### src/rtl/race_sequencer.sv
// Race controller: frame-tick detection, per-frame datapath strobe schedule,
// race state machine (idle/countdown/race/finished), checkpoint and lap tracking.
module race_sequencer #(
    parameter int FRAME_H          = 1200,
    parameter int FRAME_V          = 800,
    parameter int FRAMES_PER_COUNT = 60,
    parameter int LAPS_TO_WIN      = 3,
    parameter int TRACK_LO         = 56,
    parameter int TRACK_HI         = 1992,
    parameter int CP_SIZE          = 400
) (
    input  logic        clk,
    input  logic        rst_n,
    input  logic [10:0] hcount,
    input  logic [9:0]  vcount,
    input  logic        start,
    input  logic        opp_finished,
    input  logic        opp_rst,
    input  logic [10:0] player_x,
    input  logic [10:0] player_y,
    output logic        frame_tick,
    output logic        trig_req,
    output logic        vel_en,
    output logic        coll_en,
    output logic        pos_en,
    output logic        move_en,
    output logic [1:0]  countdown_val,
    output logic [2:0]  lap_count,
    output logic [1:0]  race_state,
    output logic [2:0]  game_stat
);

    typedef enum logic [1:0] {IDLE = 2'd0, COUNTDOWN = 2'd1, RACE = 2'd2, FINISHED = 2'd3} state_t;

    localparam logic [10:0] LO_MIN = 11'(TRACK_LO);
    localparam logic [10:0] LO_MAX = 11'(TRACK_LO + CP_SIZE);
    localparam logic [10:0] HI_MIN = 11'(TRACK_HI - CP_SIZE);
    localparam logic [10:0] HI_MAX = 11'(TRACK_HI);
    localparam logic [2:0]  LAPS   = 3'(LAPS_TO_WIN);
    localparam int          CNT_W  = (FRAMES_PER_COUNT > 1) ? $clog2(FRAMES_PER_COUNT) : 1;
    localparam logic [CNT_W-1:0] CNT_LAST = CNT_W'(FRAMES_PER_COUNT - 1);

    function automatic logic in_box(input logic [1:0] idx, input logic [10:0] x, input logic [10:0] y);
        logic x_lo, x_hi, y_lo, y_hi;
        x_lo = (x >= LO_MIN) && (x <= LO_MAX);
        x_hi = (x >= HI_MIN) && (x <= HI_MAX);
        y_lo = (y >= LO_MIN) && (y <= LO_MAX);
        y_hi = (y >= HI_MIN) && (y <= HI_MAX);
        case (idx)
            2'd0:    return x_lo && y_lo;
            2'd1:    return x_hi && y_lo;
            2'd2:    return x_hi && y_hi;
            default: return x_lo && y_hi;
        endcase
    endfunction

    state_t           state_q, state_d;
    logic             start_q, rise, win;
    logic             hit_p0, race_nxt;
    logic             vld_p1, vld_p2, vld_p3, vld_p4;
    logic [CNT_W-1:0] fcnt_q, fcnt_d;
    logic [1:0]       cd_d, cp_q, cp_d;
    logic [2:0]       lap_d, stat_d;
    logic             move_d;

    assign hit_p0     = (hcount == 11'(FRAME_H)) && (vcount == 10'(FRAME_V));
    assign rise       = start && !start_q;
    assign race_nxt   = (state_d == RACE);
    assign race_state = state_q;

    always_comb begin
        state_d = state_q;
        cd_d    = countdown_val;
        fcnt_d  = fcnt_q;
        lap_d   = lap_count;
        cp_d    = cp_q;
        stat_d  = game_stat;
        move_d  = move_en;
        win     = 1'b0;
        case (state_q)
            IDLE: begin
                if (rise) begin
                    state_d = COUNTDOWN;
                    cd_d    = 2'd3;
                    fcnt_d  = '0;
                end
            end
            COUNTDOWN: begin
                if (frame_tick) begin
                    if (fcnt_q == CNT_LAST) begin
                        fcnt_d = '0;
                        cd_d   = countdown_val - 2'd1;
                        if (countdown_val == 2'd1) begin
                            state_d = RACE;
                            move_d  = 1'b1;
                        end
                    end else begin
                        fcnt_d = fcnt_q + CNT_W'(1);
                    end
                end
            end
            RACE: begin
                // Only the expected box counts; wrapping from c0 back to c1 closes a lap.
                if (pos_en && in_box(cp_q, player_x, player_y)) begin
                    cp_d = cp_q + 2'd1;
                    if (cp_q == 2'd0 && lap_count < LAPS)
                        lap_d = lap_count + 3'd1;
                end
                win = (lap_d == LAPS);
                if (win || opp_finished) begin
                    state_d = FINISHED;
                    move_d  = 1'b0;
                    stat_d  = (win && opp_finished) ? 3'd3 : (win ? 3'd1 : 3'd2);
                end
            end
            default: ;
        endcase
    end

    always_ff @(posedge clk or negedge rst_n) begin
        if (!rst_n) begin
            state_q       <= IDLE;
            start_q       <= 1'b0;
            frame_tick    <= 1'b0;
            trig_req      <= 1'b0;
            vel_en        <= 1'b0;
            coll_en       <= 1'b0;
            pos_en        <= 1'b0;
            vld_p1        <= 1'b0;
            vld_p2        <= 1'b0;
            vld_p3        <= 1'b0;
            vld_p4        <= 1'b0;
            fcnt_q        <= '0;
            countdown_val <= 2'd3;
            lap_count     <= 3'd0;
            cp_q          <= 2'd1;
            game_stat     <= 3'd0;
            move_en       <= 1'b0;
        end else if (opp_rst) begin
            state_q       <= IDLE;
            start_q       <= 1'b0;
            frame_tick    <= 1'b0;
            trig_req      <= 1'b0;
            vel_en        <= 1'b0;
            coll_en       <= 1'b0;
            pos_en        <= 1'b0;
            vld_p1        <= 1'b0;
            vld_p2        <= 1'b0;
            vld_p3        <= 1'b0;
            vld_p4        <= 1'b0;
            fcnt_q        <= '0;
            countdown_val <= 2'd3;
            lap_count     <= 3'd0;
            cp_q          <= 2'd1;
            game_stat     <= 3'd0;
            move_en       <= 1'b0;
        end else begin
            state_q       <= state_d;
            start_q       <= start;
            fcnt_q        <= fcnt_d;
            countdown_val <= cd_d;
            lap_count     <= lap_d;
            cp_q          <= cp_d;
            game_stat     <= stat_d;
            move_en       <= move_d;
            // Stage T+1: frame pulse; a phase sequence starts only while racing.
            frame_tick    <= hit_p0;
            trig_req      <= hit_p0 && race_nxt;
            vld_p1        <= hit_p0 && race_nxt;
            // Stages T+2..T+5: ROM latency, then velocity, collision, commit.
            vld_p2        <= vld_p1;
            vld_p3        <= vld_p2;
            vld_p4        <= vld_p3;
            vel_en        <= vld_p2 && race_nxt;
            coll_en       <= vld_p3 && race_nxt;
            pos_en        <= vld_p4 && race_nxt;
        end
    end

endmodule

### config.mk
export PLATFORM = sky130hd
export DESIGN_NAME = race_sequencer
export DESIGN_NICKNAME = d
export VERILOG_FILES = /design/src/rtl/race_sequencer.sv
export SDC_FILE = /design/constraint.sdc
export NUM_CORES = 1
export LEC_CHECK = 0
export BUFFER_PORTS_ARGS = -buffer_cell sky130_fd_sc_hd__buf_2
export CAP_MARGIN = 20
export CORE_UTILIZATION = 51
export CTS_CLUSTER_SIZE = 12
export DETAILED_ROUTE_END_ITERATION = 6
export PLACE_DENSITY = 0.85
export RECOVER_POWER = 50
export SLEW_MARGIN = 30
export SYNTH_ARGS = -nofsm -noshare
export SYNTH_HDL_FRONTEND = slang
export SYNTH_SLANG_ARGS = --single-unit
### constraint.sdc
create_clock -name clk -period 4 [get_ports clk]
set_clock_uncertainty 0.2 [all_clocks]
set_input_delay 0.6 -clock clk [delete_from_list [all_inputs] [get_ports clk]]
set_output_delay 0.6 -clock clk [all_outputs]
set_load 0.05 [all_outputs]
* After elaboration in Yosys (flattened, before gate mapping) *
Cells that the tools add are included.

storage, ports and cells
  flip-flop bits (word level) = 28
  input port bits = 48
  output and inout bits = 16
  logic and storage cells = 122

operators by class
  add/sub/neg operators = 4
  order comparisons = 9
  equality and inequality tests = 15
  mux-type cells = 47
  reductions and logical operators = 31

operators by type and width
  kind                    number
  $mux W2                 15
  $mux W3                 8
  $mux W6                 4
  $ge A11 B11 Y1 const B  2
  $ge A11 B6 Y1 const B   2
  $le A11 B11 Y1 const B  2
  $le A11 B9 Y1 const B   2
  $logic_and A1 B1 Y1     17
  $mux W1                 15
  $ne A3 B3 Y1 const B    5
  $pmux W6 S2             1
  $eq A11 B11 Y1 const B  1
  $eq A10 B10 Y1 const B  1
  $add A6 B1 Y6 const B   1
  $eq A2 B1 Y1 const B    3
  $eq A2 B2 Y1 const B    3
  $eq A6 B6 Y1 const B    1
  $pmux W2 S3             1
  $reduce_bool A2 Y1      3
  $reduce_bool A3 Y1      2
  $reduce_and A5 Y1       1
  $logic_not A2 Y1        2
  $pmux W2 S2             1
  $reduce_and A2 Y1       2
  11 further kinds        11

* Longest topological paths before layout *
  depth in word-level cells = 15
  gate-level depth with buffers = 8
  gate-level depth less buffers = 8

* Worst setup path before layout *
OpenSTA, ideal clock, no wires.

  path type = reg-to-reg
  start = register cp_q[0]
  end = register lap_count[1]
  library setup time = 0.119 ns
  arrival time = 2.066 ns
  data required time = 3.681 ns
  slack = 1.615 ns
  stages on the path, launching flop included = 9
  buffers on the path = 0
  clock period less this slack = 2.385 ns
  cell sequence = dfstp_2 inv_1 ha_1 or3b_1 a2111oi_2 o221a_2 nand4_2 o21a_1 o21a_1

between the ends
  word-level cells in the longest chain between the ends = 8
  elaborated cells on any way between the ends = 12
  those cells by class = eq/ne (2); mux (7); reduce/logical (3)

ends and longest elaborated chain
  what                                        line  text
  from (decl)                                 62    logic [1:0] cd_d, cp_q, cp_d;
  from (signal assigned)                      163   cp_q <= cp_d;
  $eq A2 B2 Y1, or another cell as far along  49    case (idx)
  $pmux W1 S3                                 49
  $mux W1                                     80    case (state_q)
  $logic_and A1 B1 Y1                         104   if (pos_en && in_box(cp_q, player_x, player_y)) begin
  $mux W3 *                                   104
  $mux W3 * (2 in series)                     80
  $mux W3 *                                   139   end else if (opp_rst) begin
  to (signal assigned)                        162   lap_count <= lap_d;
  to (decl)                                   28    output logic [2:0] lap_count,

Mark *: on every way between the ends. The rest lies on a longest branch, timed or not. The select of a mux whose other input is x is not followed.
A chain may end at the register's enable or synchronous reset.

* Final worst setup path *
  start = register cp_q[0]
  end = register pos_en

between the ends
  word-level cells in the longest chain between the ends = 13
  elaborated cells on any way between the ends = 17
  those cells by class = eq/ne (4); mux (8); reduce/logical (5)

ends and longest elaborated chain
  what                                        line  text
  $eq A2 B2 Y1, or another cell as far along  49
  $pmux W1 S3                                 49
  $mux W1                                     80
  $logic_and A1 B1 Y1                         104
  $mux W3 *                                   104
  $mux W3 *                                   80
  $eq A3 B2 Y1 *                              109   win = (lap_d == LAPS);
  $logic_or A1 B1 Y1 *                        110   if (win || opp_finished) begin
  $mux W2 *                                   110
  $pmux W2 S3 *                               80
  $eq A2 B2 Y1 *                              68    assign race_nxt = (state_d == RACE);
  $logic_and A1 B1 Y1 *                       176   pos_en <= vld_p4 && race_nxt;
  $mux W1 *                                   139
  to (signal assigned)                        176
  to (decl)                                   25    output logic pos_en,

Marked as above.

==> flow_summary_export.csv <==
group,metric,value,unit
routing,routedWlPerCell,12.58,um
routing,wirelength,3158,um
worst_setup_path,cp_max_fo,4,
placed_design,place_hpwl,2533,um
floorplanning,coreArea,2758,um2
routing,dr.pass1.iters,4,
floorplanning,rows,19,
power_and_ir_drop,p_leak,0.9123,nW
sta,worst_slack,1358,ps
cts,cts-root-buf,"clkbuf_4",
layout,synthToLayoutAreaGrowth,24.26,%
synthesis,syn_area,1485,um2
worst_setup_path,endpoint_kind,"flip-flop",
synthesis,yosys_warnings,0,
outcome,outcome,"complete, no violations",
floorplanning,fp.dieW,55.97,um
sta,hold_viol,0,
layout,finalNetCount,274,
routing,drt.antenna.violating_nets,0,
routing,vias,1435,
synthesis,synth-seq-cells,27,
layout,drive_gt1_frac,0.3318,
sta,tightest_slew,1367,ps
cts,clockBufferDepth,2,
synthesis,syn_inst,157,
routing,met3_length,216,um
worst_setup_path,slowest_stage,"dfstp_2",
global_route,grt_usage,0.2256,
routing,drt_iter0_drc,59,
cts,hold_buffers,0,
sta,finalCritPeriodShare,0.6605,
synthesis,async_flop_share,1.000,
global_route,grt_pass1_wl,5664,um
cts,cts_max_level,1,
layout,antenna_cells,0,
routing,drt-met1-wl,1367,um
global_route,grt_pass1_vias,1391,
sta,setup_violations,0,
worst_setup_path,critPathMaxStageDelay,400,ps
layout,n_fill_cell,252,
placed_design,dp_cells,247,
layout,fin_cells,251,
global_route,antenna_found_initial,0,
routing,drc,0,
cts,clock_latency,330,ps
floorplanning,start_util,0.5386,
cts,cts_tree,"done",
worst_setup_path,crit_arrival,2630,ps
run,maxCapViolations,0,
sta,finalCriticalPeriod,2642,ps
routing,top_layer,"met4",
cts,postCtsSetupRepairBufs,0,
sta,max_slew_margin,0.08860,
synthesis,synth.avg_cell_area,9.460,um2
worst_setup_path,required,3990,ps
routing,viasPerCell,5.717,
placed_design,gp_congestion,0.8265,
synthesis,synth-edff-count,0,
placed_design,pre_cts_ws,1369,ps
power_and_ir_drop,ir_drop,0.2090,mV
worst_setup_path,cp-start-kind,"flip-flop",
synthesis,synth_cell_types,47,
worst_setup_path,path_class,"flip-flop to flip-flop",
worst_setup_path,crit_path_cell_trace,"inv_1 > ha_1 > or3b_1 > a2111oi_2 > o221a_2 > nand4_1 > a31oi_2 > nor3b_1",
routing,routed-wl-met2,1521,um
floorplanning,top_level_ports,64,
floorplanning,die_y,55.97,um
layout,layout_common_cells,"buf_2, dfrtp_1, nor2_1, nand2_1, o21ai_0",
placed_design,portBuffers,62,
synthesis,synth_seq_area_share,0.4575,
floorplanning,die_area,3132,um2
sta,hold_slack,223.5,ps
power_and_ir_drop,power_density,247.7,nW/um2
sta,drv_slew,0,
cts,numCtsBuffers,3,
global_route,grt-ovfl-total,0,
global_route,grt_max_degree,28,
synthesis,synth_ff_type,"dfrtp_1",
sta,max_freq,0.3785,GHz
layout,mostFrequentLayoutCell,"buf_2",
cts,cts_num_sinks,27,
sta,rsz0062_at_grt,"no",
sta,fin_setup_tns,0,ps
cts,ctsResizeCount,0,
cts,clk_pin_slew,160,ps
synthesis,synth_nets,210,
hold_path,hp-class,"input port to flip-flop",
==> path summary, 6_finish.rpt <==
check | slack, ps | end | cells past startpoint | start
min | 220 | frame_tick | 2 | hcount[9]
min in group asynchronous | 340 | fcnt_q[1] | 1 | rst_n
max | 1360 | pos_en | 8 | cp_q[0]
max in group asynchronous | 2450 | cp_q[1] | 1 | rst_n
min reg2reg | 310 | countdown_val[1] | 2 | countdown_val[1]
max reg2reg | 1360 | pos_en | 8 | cp_q[0]
==> area by class of cell <==
type / count / area, um2 / area share
Clock inverter: 1 / 7.507 / 0.004068
Tap cell: 31 / 38.79 / 0.02102
Inverter: 6 / 22.52 / 0.01220
Timing Repair Buffer: 62 / 306.5 / 0.1661
Sequential cell: 27 / 679.4 / 0.3681
Multi-Input combinational cell: 121 / 768.2 / 0.4163
Clock buffer: 3 / 22.52 / 0.01220
==> cells in the mapped netlist, types with 2 or more instances <==
library cell	number	area share
a21oi_1	7	0.024
clkbuf_1	2	0.0051
dfrtp_1	24	0.40
dfstp_2	3	0.053
ha_1	5	0.042
inv_1	6	0.015
nand2_1	11	0.028
nand2b_1	2	0.0084
nand3_1	8	0.027
nand4_1	4	0.017
nor2_1	15	0.038
nor2b_1	9	0.038
nor3_1	6	0.020
nor3b_1	4	0.020
nor4_1	6	0.025
nor4bb_1	2	0.013
o21a_1	4	0.020
o21ai_0	10	0.034
==> state kept, by name, summed over array words and instances, names as in the netlist <==
| name | cells |
|---|---|
| move_en | 1 |
| frame_tick | 1 |
| lap_count | 3 |
| fcnt_q | 6 |
| vel_en | 1 |
| vld_p3 | 1 |
| vld_p4 | 1 |
| game_stat | 2 |
| race_state | 2 |
| coll_en | 1 |
| start_q | 1 |
| vld_p2 | 1 |
| pos_en | 1 |
| cp_q | 2 |
| countdown_val | 2 |
| vld_p1 | 1 |
==> where the power goes <==
part	switching (mW)	total (mW)	internal (mW)
logic	0.0317	0.0576	0.0259
registers	0.00261	0.278	0.276
clock network	0.0832	0.121	0.0383
==> critical path, delay by kind of cell, from the launching register on <==
kind,cells,cell delay [ps]
buf+inv,1,110
simple gates,3,630
fa+ha+maj,1,220
compound gates,3,940
flops,1,400
==> metrics by stage <==
| stage | power (mW) | utilization | instance area, um2 |
|---|---|---|---|
| 5_1_grt | 0.4816 | 0.6692 | 1846 |
| 4_1_cts | 0.4614 | 0.6706 | 1849 |
| 2_1_floorplan | 0.3074 | - | 1485 |
| 3_5_place_dp | 0.3418 | 0.6597 | 1819 |
| 3_3_place_gp | 0.3403 | 0.6597 | 1819 |
| 6_report | 0.4572 | 0.6692 | 1846 |
==> layer usage <==
| metal | GRT usage | up-vias |
|---|---|---|
| met5 | 0 | - |
| met4 | 0.09059 | 0 |
| met3 | 0.03256 | 6 |
| met2 | 0.3912 | 61 |
| met1 | 0.2826 | 661 |
| li1 | - | 707 |
==> logic make-up (layout without fill, tap and decap cells) <==
group / count (synthesis) / after routing / share of synthesized area
simple gates: 76 / 76 / 0.2856
compound gates: 36 / 36 / 0.1668
flops: 27 / 27 / 0.4575
buf+inv: 9 / 72 / 0.02528
fa+ha+maj: 5 / 5 / 0.04212
mux: 2 / 2 / 0.01432
other cells: 1 / 1 / 0.002525
xor+xnor: 1 / 1 / 0.005898
Power figures use the tool's default switching activity.
